**config.mk**
```make
export PLATFORM = sky130hd
export DESIGN_NAME = acc_nbit
export DESIGN_NICKNAME = d
export VERILOG_FILES = /design/src/rtl/acc_nbit.sv
export SDC_FILE = /design/constraint.sdc
export NUM_CORES = 1
export LEC_CHECK = 0
export CORE_MARGIN = 2
export CORE_UTILIZATION = 35
export DETAILED_ROUTE_END_ITERATION = 8
export PLACE_DENSITY = 0.59
export SETUP_SLACK_MARGIN = 0.02
export SLEW_MARGIN = 20
export SYNTH_ARGS = -nofsm -noshare
export SYNTH_HDL_FRONTEND = slang
export SYNTH_SLANG_ARGS = --single-unit
```
**constraint.sdc**
```tcl
create_clock -name clk -period 4.8 [get_ports clk]
set_clock_uncertainty 0.05 [all_clocks]
set_input_delay 0.96 -clock clk [delete_from_list [all_inputs] [get_ports clk]]
set_output_delay 0.96 -clock clk [all_outputs]
set_load 0.02 [all_outputs]
```
**src/rtl/acc_nbit.sv**
```systemverilog
// Parametrised accumulate/scale unit: accepts one command per valid/ready handshake
// and applies its opcode to the accumulator rep+1 times, one application per cycle.
module acc_nbit #(
    parameter int WIDTH = 8,
    parameter int CNT_W = 4
) (
    input  logic             clk,
    input  logic             rst,
    input  logic             in_valid,
    output logic             in_ready,
    input  logic [2:0]       op,
    input  logic [1:0]       mode,
    input  logic [WIDTH-1:0] b,
    input  logic [CNT_W-1:0] rep,
    output logic [WIDTH-1:0] acc,
    output logic             cout,
    output logic             ovf,
    output logic             busy,
    output logic             done
);

    localparam logic [2:0] OP_HOLD = 3'b000;
    localparam logic [2:0] OP_LOAD = 3'b001;
    localparam logic [2:0] OP_ADD  = 3'b010;
    localparam logic [2:0] OP_SUB  = 3'b011;
    localparam logic [2:0] OP_AND  = 3'b100;
    localparam logic [2:0] OP_OR   = 3'b101;
    localparam logic [2:0] OP_XOR  = 3'b110;
    localparam logic [2:0] OP_CLR  = 3'b111;

    localparam logic [CNT_W-1:0] CNT_ONE = 1;

    typedef enum logic {
        S_IDLE = 1'b0,
        S_RUN  = 1'b1
    } state_t;

    state_t             r_state;
    state_t             w_state_nxt;
    logic [2:0]         r_op;
    logic [1:0]         r_mode;
    logic [WIDTH-1:0]   r_b;
    logic [CNT_W-1:0]   r_cnt;
    logic [WIDTH-1:0]   r_acc;
    logic               r_cout;
    logic               r_ovf;
    logic               r_done;

    logic               w_accept;
    logic               w_last;
    logic [WIDTH:0]     w_sum;
    logic [WIDTH:0]     w_diff;
    logic [WIDTH-1:0]   w_raw;
    logic               w_carry;
    logic [WIDTH-1:0]   w_acc_nxt;

    // Overflow handling only kicks in when the application produced a carry/borrow;
    // saturation direction follows the operation (ADD tops out, SUB bottoms out).
    function automatic logic [WIDTH-1:0] f_resolve(
        input logic [WIDTH-1:0] raw,
        input logic             carry,
        input logic             is_sub,
        input logic [1:0]       md
    );
        logic [WIDTH-1:0] res;
        res = raw;
        if (carry) begin
            case (md)
                2'b01:   res = is_sub ? '0 : '1;
                2'b10:   res = '0;
                default: res = raw;
            endcase
        end
        return res;
    endfunction

    assign in_ready = (r_state == S_IDLE);
    assign busy     = (r_state == S_RUN);
    assign acc      = r_acc;
    assign cout     = r_cout;
    assign ovf      = r_ovf;
    assign done     = r_done;

    assign w_accept = in_valid & (r_state == S_IDLE);
    assign w_last   = (r_cnt == '0);

    always_comb begin
        w_sum   = {1'b0, r_acc} + {1'b0, r_b};
        w_diff  = {1'b0, r_acc} - {1'b0, r_b};
        w_raw   = r_acc;
        w_carry = 1'b0;
        case (r_op)
            OP_HOLD: w_raw = r_acc;
            OP_LOAD: w_raw = r_b;
            OP_ADD: begin
                w_raw   = w_sum[WIDTH-1:0];
                w_carry = w_sum[WIDTH];
            end
            OP_SUB: begin
                // The extra MSB of the widened difference is the borrow (acc < b).
                w_raw   = w_diff[WIDTH-1:0];
                w_carry = w_diff[WIDTH];
            end
            OP_AND:  w_raw = r_acc & r_b;
            OP_OR:   w_raw = r_acc | r_b;
            OP_XOR:  w_raw = r_acc ^ r_b;
            OP_CLR:  w_raw = '0;
            default: w_raw = r_acc;
        endcase
        w_acc_nxt = f_resolve(w_raw, w_carry, (r_op == OP_SUB), r_mode);
    end

    always_comb begin
        w_state_nxt = r_state;
        case (r_state)
            S_IDLE:  if (w_accept) w_state_nxt = S_RUN;
            S_RUN:   if (w_last) w_state_nxt = S_IDLE;
            default: w_state_nxt = S_IDLE;
        endcase
    end

    always_ff @(posedge clk or posedge rst) begin
        if (rst) begin
            r_state <= S_IDLE;
        end else begin
            r_state <= w_state_nxt;
        end
    end

    always_ff @(posedge clk or posedge rst) begin
        if (rst) begin
            r_op   <= '0;
            r_mode <= '0;
            r_b    <= '0;
            r_cnt  <= '0;
            r_acc  <= '0;
            r_cout <= 1'b0;
            r_ovf  <= 1'b0;
            r_done <= 1'b0;
        end else begin
            r_done <= 1'b0;
            if (r_state == S_IDLE) begin
                if (w_accept) begin
                    r_op   <= op;
                    r_mode <= mode;
                    r_b    <= b;
                    r_cnt  <= rep;
                    r_ovf  <= 1'b0;
                end
            end else begin
                r_acc  <= w_acc_nxt;
                r_cout <= w_carry;
                r_ovf  <= r_ovf | w_carry;
                if (w_last) begin
                    r_done <= 1'b1;
                end else begin
                    r_cnt <= r_cnt - CNT_ONE;
                end
            end
        end
    end

endmodule

```
# After elaboration in Yosys (flattened, before gate mapping)
# Index checks and enable logic that the tools add are counted.
[totals]
rom_bits = 0
latchBits = 0
mem_count = 0
ramBits = 0
elab_cells = 48
ff_bits = 29
[classes]
order_cmp = 0
n_reduce_logical = 5
eq_ne = 10
n_addsub = 3
bitwise_logic = 6
shifts = 0
multipliers = 0
muxes = 15
n_div = 0
[op_table]
columns = ["op", "n"]
rows = [
  ["$pmux W8 S8", 1],
  ["$mux W8", 2],
  ["$pmux W8 S2", 1],
  ["$eq A3 B3 Y1 const B", 4],
  ["$mux W4", 3],
  ["$add A8 B8 Y9", 1],
  ["$sub A8 B8 Y9", 1],
  ["$and A8 B8 Y8", 1],
  ["$or A8 B8 Y8", 1],
  ["$xor A8 B8 Y8", 1],
  ["$eq A3 B2 Y1 const B", 2],
  ["$mux W1", 6],
  ["$logic_not A4 Y1", 1],
  ["$pmux W1 S2", 2],
  ["$reduce_and A2 Y1", 2],
  ["$sub A4 B1 Y4 const B", 1],
  ["$eq A3 B1 Y1 const B", 1],
  ["$logic_not A3 Y1", 1],
  ["$eq A2 B1 Y1 const B", 1],
  ["$eq A2 B2 Y1 const B", 1],
  ["$ne A2 B2 Y1 const B", 1],
  ["$reduce_bool A2 Y1", 1],
  ["$and A1 B1 Y1", 1],
  ["$not A1 Y1", 1],
  ["$or A1 B1 Y1", 1],
]

# Longest topological paths before layout
# Gate-level depths: netlist of the first run.
[depth]
depth_word = 4
ltp_mapped = 11
depth_no_buf = 10

# Worst setup path after synthesis of the first run
# Ideal clock, no wire load.
[synth_path]
path_kind = "register to register"
startpoint = "reg r_acc[0], in the netlist acc[0]"
endpoint = "reg r_acc[3], in the netlist acc[3]"
setup_slack_ns = 2.110
synth_period_minus_slack_ns = 2.690
arrival_ns = 2.514
setup_ns = 0.126
path_stages_with_launch = 12
cell_sequence = "dfrtp_1 > inv_1 > ha_1 > inv_1 > fa_1 > or2b_4 > a2111oi_4 > a2111oi_4 > o21bai_4 > and2_4 > buf_6 > a221o_1"
[synth_via]
elab_chain_len = 4
word_cells_on_any_way = 6
cone_classes = "add/sub: 2; mux: 4"
[synth_lines]
columns = ["element", "line_no", "text"]
rows = [
  ["from (decl)", "44", "logic [WIDTH-1:0] r_acc;"],
  ["from (signal assigned)", "151", "r_acc <= w_acc_nxt;"],
  ["$sub A8 B8 Y9 or $add A8 B8 Y9 (tied branches)", "89, 88", ""],
  ["$pmux W8 S8", "92", "case (r_op)"],
  ["$pmux W8 S2", "68", "case (md)"],
  ["$mux W8 *", "67", "if (carry) begin"],
]
# Mark *: on every way between the ends. The rest lies on a longest branch, timed or not.
# A chain may end at the register's enable or synchronous reset.

# Worst setup path in the final report of the first run
[layout_path]
startpoint = "reg r_state, in the netlist busy"
endpoint = "out in_ready"
[layout_via]
elab_chain_len = 1
[layout_lines]
columns = ["element", "line_no", "text"]
rows = [
  ["from (decl)", "38", "state_t r_state;"],
  ["from (signal assigned)", "126", "r_state <= w_state_nxt;"],
  ["$not A1 Y1 (no line)", "-", ""],
  ["to (decl)", "10", "output logic in_ready,"],
]
# Every way passes these cells.

==> flow_summary.yaml, run 1 <==
worst_setup_path:
  rrSetupSlack_ns: 2.07
  cp-end-kind: "output pin"
  path_class: "flip-flop to output pin"
  cp-start-kind: "flip-flop"
  critPathArrivalTime_ns: 1.85
  worstPathRequired_ns: 3.79
  cp_max_fo: 12
  reg2regPathDepth: 10
  timing.rr.start: "acc[0]"
  r2r_end: "acc[4]"
drt:
  wl_per_cell_um: 15.03
  wirelength_mm: 6.373
  drt-initial-drc-count: 131
  postRouteAntennaNets: 0
  drc_errors: 0
  vias: 2219
  firstDrtPassIters: 4
  vias_per_cell: 5.233
power:
  p_per_area_nw_per_um2: 842.5
  p_leak_nw: 1.311
  pwr-share-clk: 0.105
  switching_share: 0.4931
  ir_drop_mv: 0.3502
  power.switching_mw: 1.268
  internal_power_mw: 1.303
  power.share.sequential: 0.229
  combPwrFrac: 0.667
  p_total_mw: 2.571
run_status:
  outcome: "completed"
layout:
  fin_cells: 424
  final_area_sq_um: 3052
  drive_gt1_frac: 0.06769
  final_cell_mix: "32 x clkdlybuf4s50_1, 31 x inv_1, 29 x nand2_1, 29 x ha_1, 29 x dfrtp_1"
  fin_nets: 375
  antenna_cells: 0
  final_common_cell: "clkdlybuf4s50_1"
  synthToLayoutAreaGrowth_pct: 18.98
  fill_cells: 713
worst_hold_path:
  min_path_type: "flip-flop to flip-flop"
  holdPathStages: 1
  holdCritStartpoint: "r_mode[0]"
  whs_endpoint: "r_mode[0]"
floorplanning:
  start_util: 0.3575
  die_y_um: 89.61
  core_area_sq_um: 7176
  io_pins: 33
  dieArea_sq_um: 8029
  die_x_um: 89.61
  num_rows: 31
synth:
  mappedNetlistNets: 353
  synth_cell_types: 55
  netlist_instances: 302
  async_flop_share: 1.000
  yosysWarnings: 0
  synth_edf_count: 0
  ys_ff_latch: 29
  synthesis.area_sq_um: 2565
  post_synth.cell_area_avg_sq_um: 8.493
  synthFlopType: "dfrtp_1"
  ys_seq_area_frac: 0.2829
place:
  pre_cts_ws_ns: 1.955
  io_buffers: 32
  numPlacedInstances: 416
  gp_congestion: 0.8678
  dp_hpwl_mm: 4.576
  placed_area_sq_um: 2937
clocking:
  clock_latency_ns: 0.29
  tritoncts: "built"
  cts_resized: 0
  path_clk_slew_ns: 0.08
  postCtsHoldBufs: 0
  h-tree-depth: 2
  post_cts_buffers: 0
  cts.path.max_buffers: 2
  root_buffer: "clkbuf_8"
  cts_sinks: 29
  cts_buffers: 5
sta:
  drv_slew: 0
  finalCritPeriodShare: 0.5967
  finalHoldViolations: 0
  rsz0062_at_grt: "no"
  finalWorstSetupSlack_ns: 1.936
  slew_headroom: 0.3219
  tns_ns: 0
  fmax_ghz: 0.3492
  worstMarginPinSlew_ns: 1.017
  finalSetupViolCount: 0
  fin_crit_ns: 2.864
grt:
  grt_pass1_vias: 2199
  grt_max_degree: 32
  overflow: 0
  track_usage: 0.1756
  antenna_found_initial: 0
  grt_pass1_wl_mm: 10.75
run:
  cap_viol_max_count: 0
worst max-delay path, cell delays in order, from the launching register on:
cell	delay, ns
dfrtp_1	0.52
inv_1	0.36
clkdlybuf4s50_1	0.68
stage by stage:
step | util | hold WS, ns
5_1_grt | 0.4253 | 0.5059
2_1_floorplan | - | 0.4324
4_1_cts | 0.4253 | 0.4869
3_5_place_dp | 0.4092 | 0.4690
6_report | 0.4253 | 0.4776
3_3_place_gp | 0.4092 | 0.4550
cells in the mapped netlist, types with 3 or more instances:
cell type	count	area, sq um
clkbuf_1	10	37.54
nor3_1	12	60.06
buf_1	3	11.26
inv_1	31	116.4
a31oi_1	7	43.79
a211oi_1	4	30.03
a211o_1	3	26.28
nor2_1	23	86.33
o22ai_1	5	31.28
nand2_1	29	108.9
o21ai_0	28	140.1
a21o_1	4	30.03
dfrtp_1	29	725.7
a41oi_1	3	26.28
nand2b_1	4	25.02
a21oi_1	13	65.06
o211ai_1	3	22.52
nor2b_1	7	43.79
ha_1	29	362.9
mux4_2	3	67.56
xor2_1	3	26.28
buf_2	3	15.01
xnor2_1	3	26.28
registers in the layout (all words and copies together), names as in the netlist:
signal and count:
r_cnt 4, acc 8, r_b 8, busy 1
ovf 1, done 1, r_mode 2, cout 1
r_op 3
cell families (layout without fill, tap and decap cells):
kind of cell	count (synthesis)	after routing	share of synthesized area
AO/OA/AOI/OAI	89	89	0.2463
XOR/XNOR	6	6	0.02049
adder cells (fa/ha/maj)	31	31	0.1571
buffers and inverters	50	73	0.07902
flip-flops	29	29	0.2829
multiplexers	7	7	0.04292
AND/OR/NAND/NOR	90	90	0.1712
per-layer routing:
layer / GRT usage / wire length, um / vias up
li1: - / - / 1106
met1: 0.2345 / 2884 / 1049
met2: 0.2894 / 3040 / 55
met3: 0.03016 / 355 / 9
met4: 0.05699 / 93 / 0
met5: 0 / 0 / -
worst max path at each step:
stage,depth (start not counted),startpoint,to
after floorplan,11,acc[0],acc[3]
after global placement,3,in_valid,r_op[1]
after detailed placement,3,in_valid,r_mode[0]
after CTS,2,busy,in_ready
after global routing,2,busy,in_ready
final,2,busy,in_ready
power groups by stage:
| stage | Sequential, mW | Clock (mW) | Combinational (mW) |
|---|---|---|---|
| final | 0.588 | 0.269 | 1.71 |
| after global routing | 0.624 | 0.285 | 1.92 |
| after CTS | 0.591 | 0.275 | 1.71 |
| after detailed placement | 0.596 | 0 | 1.70 |
| after global placement | 0.594 | 0 | 1.69 |
| after floorplan | 0.529 | 0 | 1.36 |
cell type report:
cell class / count / area [sq um] / share of cell area
Clock buffer: 5 / 68.82 / 0.02255
Sequential cell: 29 / 725.7 / 0.2378
Multi-Input combinational cell: 223 / 1639 / 0.5371
Inverter: 32 / 120.1 / 0.03936
Clock inverter: 3 / 46.29 / 0.01517
Tap cell: 99 / 123.9 / 0.04059
Timing Repair Buffer: 33 / 327.8 / 0.1074
Power figures use the tool's default switching activity.
==> inputs of run 2 (changes only) <==
==> constraint.sdc (replaced) <==
create_clock -name clk -period 2.8 [get_ports clk]
set_clock_uncertainty 0.05 [all_clocks]
set_input_delay 0.56 -clock clk [delete_from_list [all_inputs] [get_ports clk]]
set_output_delay 0.56 -clock clk [all_outputs]
set_load 0.02 [all_outputs]
==> flow_summary.yaml, run 2 (synthesis results as in run 1) <==
power:
  pwr-share-clk: 0.088
  power.share.sequential: 0.193
  combPwrFrac: 0.719
  internal_power_mw: 2.326
  switching_share: 0.4924
  ir_drop_mv: 0.5035
  power.switching_mw: 2.256
  p_per_area_nw_per_um2: 1447
  p_leak_nw: 1.388
layout:
  final_core_util: 0.4412
  final_common_cell: "clkdlybuf4s50_1"
  fin_nets: 391
  drive_gt1_frac: 0.1202
  antenna_cells: 0
  synthToLayoutAreaGrowth_pct: 23.41
  final_cell_mix: "32 x clkdlybuf4s50_1, 30 x inv_1, 29 x nand2_1, 29 x ha_1, 29 x dfrtp_1"
  final_area_sq_um: 3166
worst_setup_path:
  rrSetupSlack_ns: 0.16
  r2r_end: "acc[4]"
  reg2regPathDepth: 10
  timing.rr.start: "acc[0]"
  cp-end-kind: "flip-flop"
  critPathArrivalTime_ns: 2.78
  cp_max_fo: 8
  worstPathRequired_ns: 2.93
  path_class: "flip-flop to flip-flop"
  cp-start-kind: "flip-flop"
floorplanning:
  core_area_sq_um: 7176
  io_pins: 33
  start_util: 0.3575
  dieArea_sq_um: 8029
  die_y_um: 89.61
  die_x_um: 89.61
  num_rows: 31
drt:
  drt-initial-drc-count: 181
  wirelength_mm: 6.924
  wl_met1_mm: 3.056
  wl_met3_um: 338
  vias_per_cell: 5.295
  vias: 2330
  dr_wl_met2_mm: 3.435
  postRouteAntennaNets: 0
  highest_layer: "met4"
  drc_errors: 0
  firstDrtPassIters: 4
  wl_per_cell_um: 15.74
clocking:
  cts.path.max_buffers: 2
  postCtsHoldBufs: 0
  root_buffer: "clkbuf_8"
  cts_sinks: 29
  tritoncts: "built"
  clock_latency_ns: 0.29
  h-tree-depth: 2
  path_clk_slew_ns: 0.08
  cts_buffers: 5
sta:
  fin_crit_ns: 2.644
  finalSetupViolCount: 0
  rsz0062_at_grt: "no"
  fmax_ghz: 0.3782
  slew_headroom: 0.5614
  finalHoldViolations: 0
  tns_ns: 0
  drv_slew: 0
  finalCritPeriodShare: 0.9444
  worstMarginPinSlew_ns: 0.6488
run:
  cap_viol_max_count: 0
place:
  dp_hpwl_mm: 5.191
  io_buffers: 32
  gp_congestion: 0.9204
  placed_area_sq_um: 3027
grt:
  grt_pass1_vias: 2235
  grt_max_degree: 30
  overflow: 0
  antenna_found_initial: 0
  grt_pass1_wl_mm: 11.47
  track_usage: 0.1904
worst_hold_path:
  holdCritStartpoint: "cout"
  min_path_type: "flip-flop to flip-flop"
  whs_endpoint: "cout"
  holdPathStages: 2
run_status:
  outcome: "completed"
run 2: area by class of cell:
| cell class | instances | area (sq um) |
|---|---|---|
| Tap cell | 99 | 123.9 |
| Multi-Input combinational cell | 223 | 1647 |
| Fill cell | 735 | 4010 |
| Clock inverter | 1 | 5.005 |
| Clock buffer | 7 | 96.34 |
| Sequential cell | 29 | 725.7 |
| Timing Repair Buffer | 49 | 447.9 |
| Inverter | 32 | 120.1 |
run 2: power groups by stage:
stage                     Sequential (mW)  Combinational [mW]  Clock (mW)
after floorplan                     0.907                2.33           0
after global placement              0.890                3.21           0
after detailed placement            0.891                3.23           0
after CTS                           0.886                3.25       0.413
after global routing                0.923                3.66       0.433
final                               0.885                3.29       0.405
run 2: how the worst max path moves through the flow:
stage               startpoint     end  cells past startpoint
floorplan               acc[0]  acc[3]                     11
global placement        acc[0]  acc[3]                     10
detailed placement      acc[0]  acc[4]                     10
CTS                     acc[0]  acc[3]                     10
global route            acc[0]  acc[4]                     10
finish                  acc[0]  acc[4]                     10
run 2: repair_timing:
item	in CTS	in global routing
setup endpoints to repair	0	6
gates resized for setup	0	3
buffers inserted	0	4
run 2: layer usage:
layer,GRT usage,vias to the layer above
li1,-,1145
met1,0.2476,1125
met2,0.3155,51
met3,0.03931,9
met4,0.06377,0
met5,0,-
run 2: metrics by stage:
| step | setup slack [ns] | total power, mW | instances | hold slack (ns) |
|---|---|---|---|---|
| global route | 0.008727 | 5.019 | 440 | 0.5055 |
| global placement | 0.2106 | 4.100 | 428 | 0.4590 |
| CTS | 0.07218 | 4.545 | 436 | 0.4890 |
| detailed placement | 0.06996 | 4.116 | 428 | 0.4716 |
| floorplan | 0.1097 | 3.238 | 302 | 0.4324 |
| finish | 0.1556 | 4.582 | 440 | 0.4820 |
run 2: worst max-delay path, cell delays in order, from the launching register on:
cell and delay, ns:
dfrtp_1 0.41, inv_2 0.09, ha_1 0.18, inv_1 0.06
fa_2 0.34, or2b_4 0.23, a2111oi_4 0.08, a2111oi_4 0.49
o21bai_4 0.12, and2_4 0.20, a221o_1 0.29
==> inputs of run 3 (changes only) <==
--- a/config.mk
+++ b/config.mk
@@ -8,6 +8,7 @@
 export CORE_MARGIN = 2
 export CORE_UTILIZATION = 35
 export DETAILED_ROUTE_END_ITERATION = 8
+export HOLD_SLACK_MARGIN = 0.15
 export PLACE_DENSITY = 0.59
 export SETUP_SLACK_MARGIN = 0.02
 export SLEW_MARGIN = 20
==> results of run 3 <==
No change in the layout: final DEF, timing and power equal those of run 2.
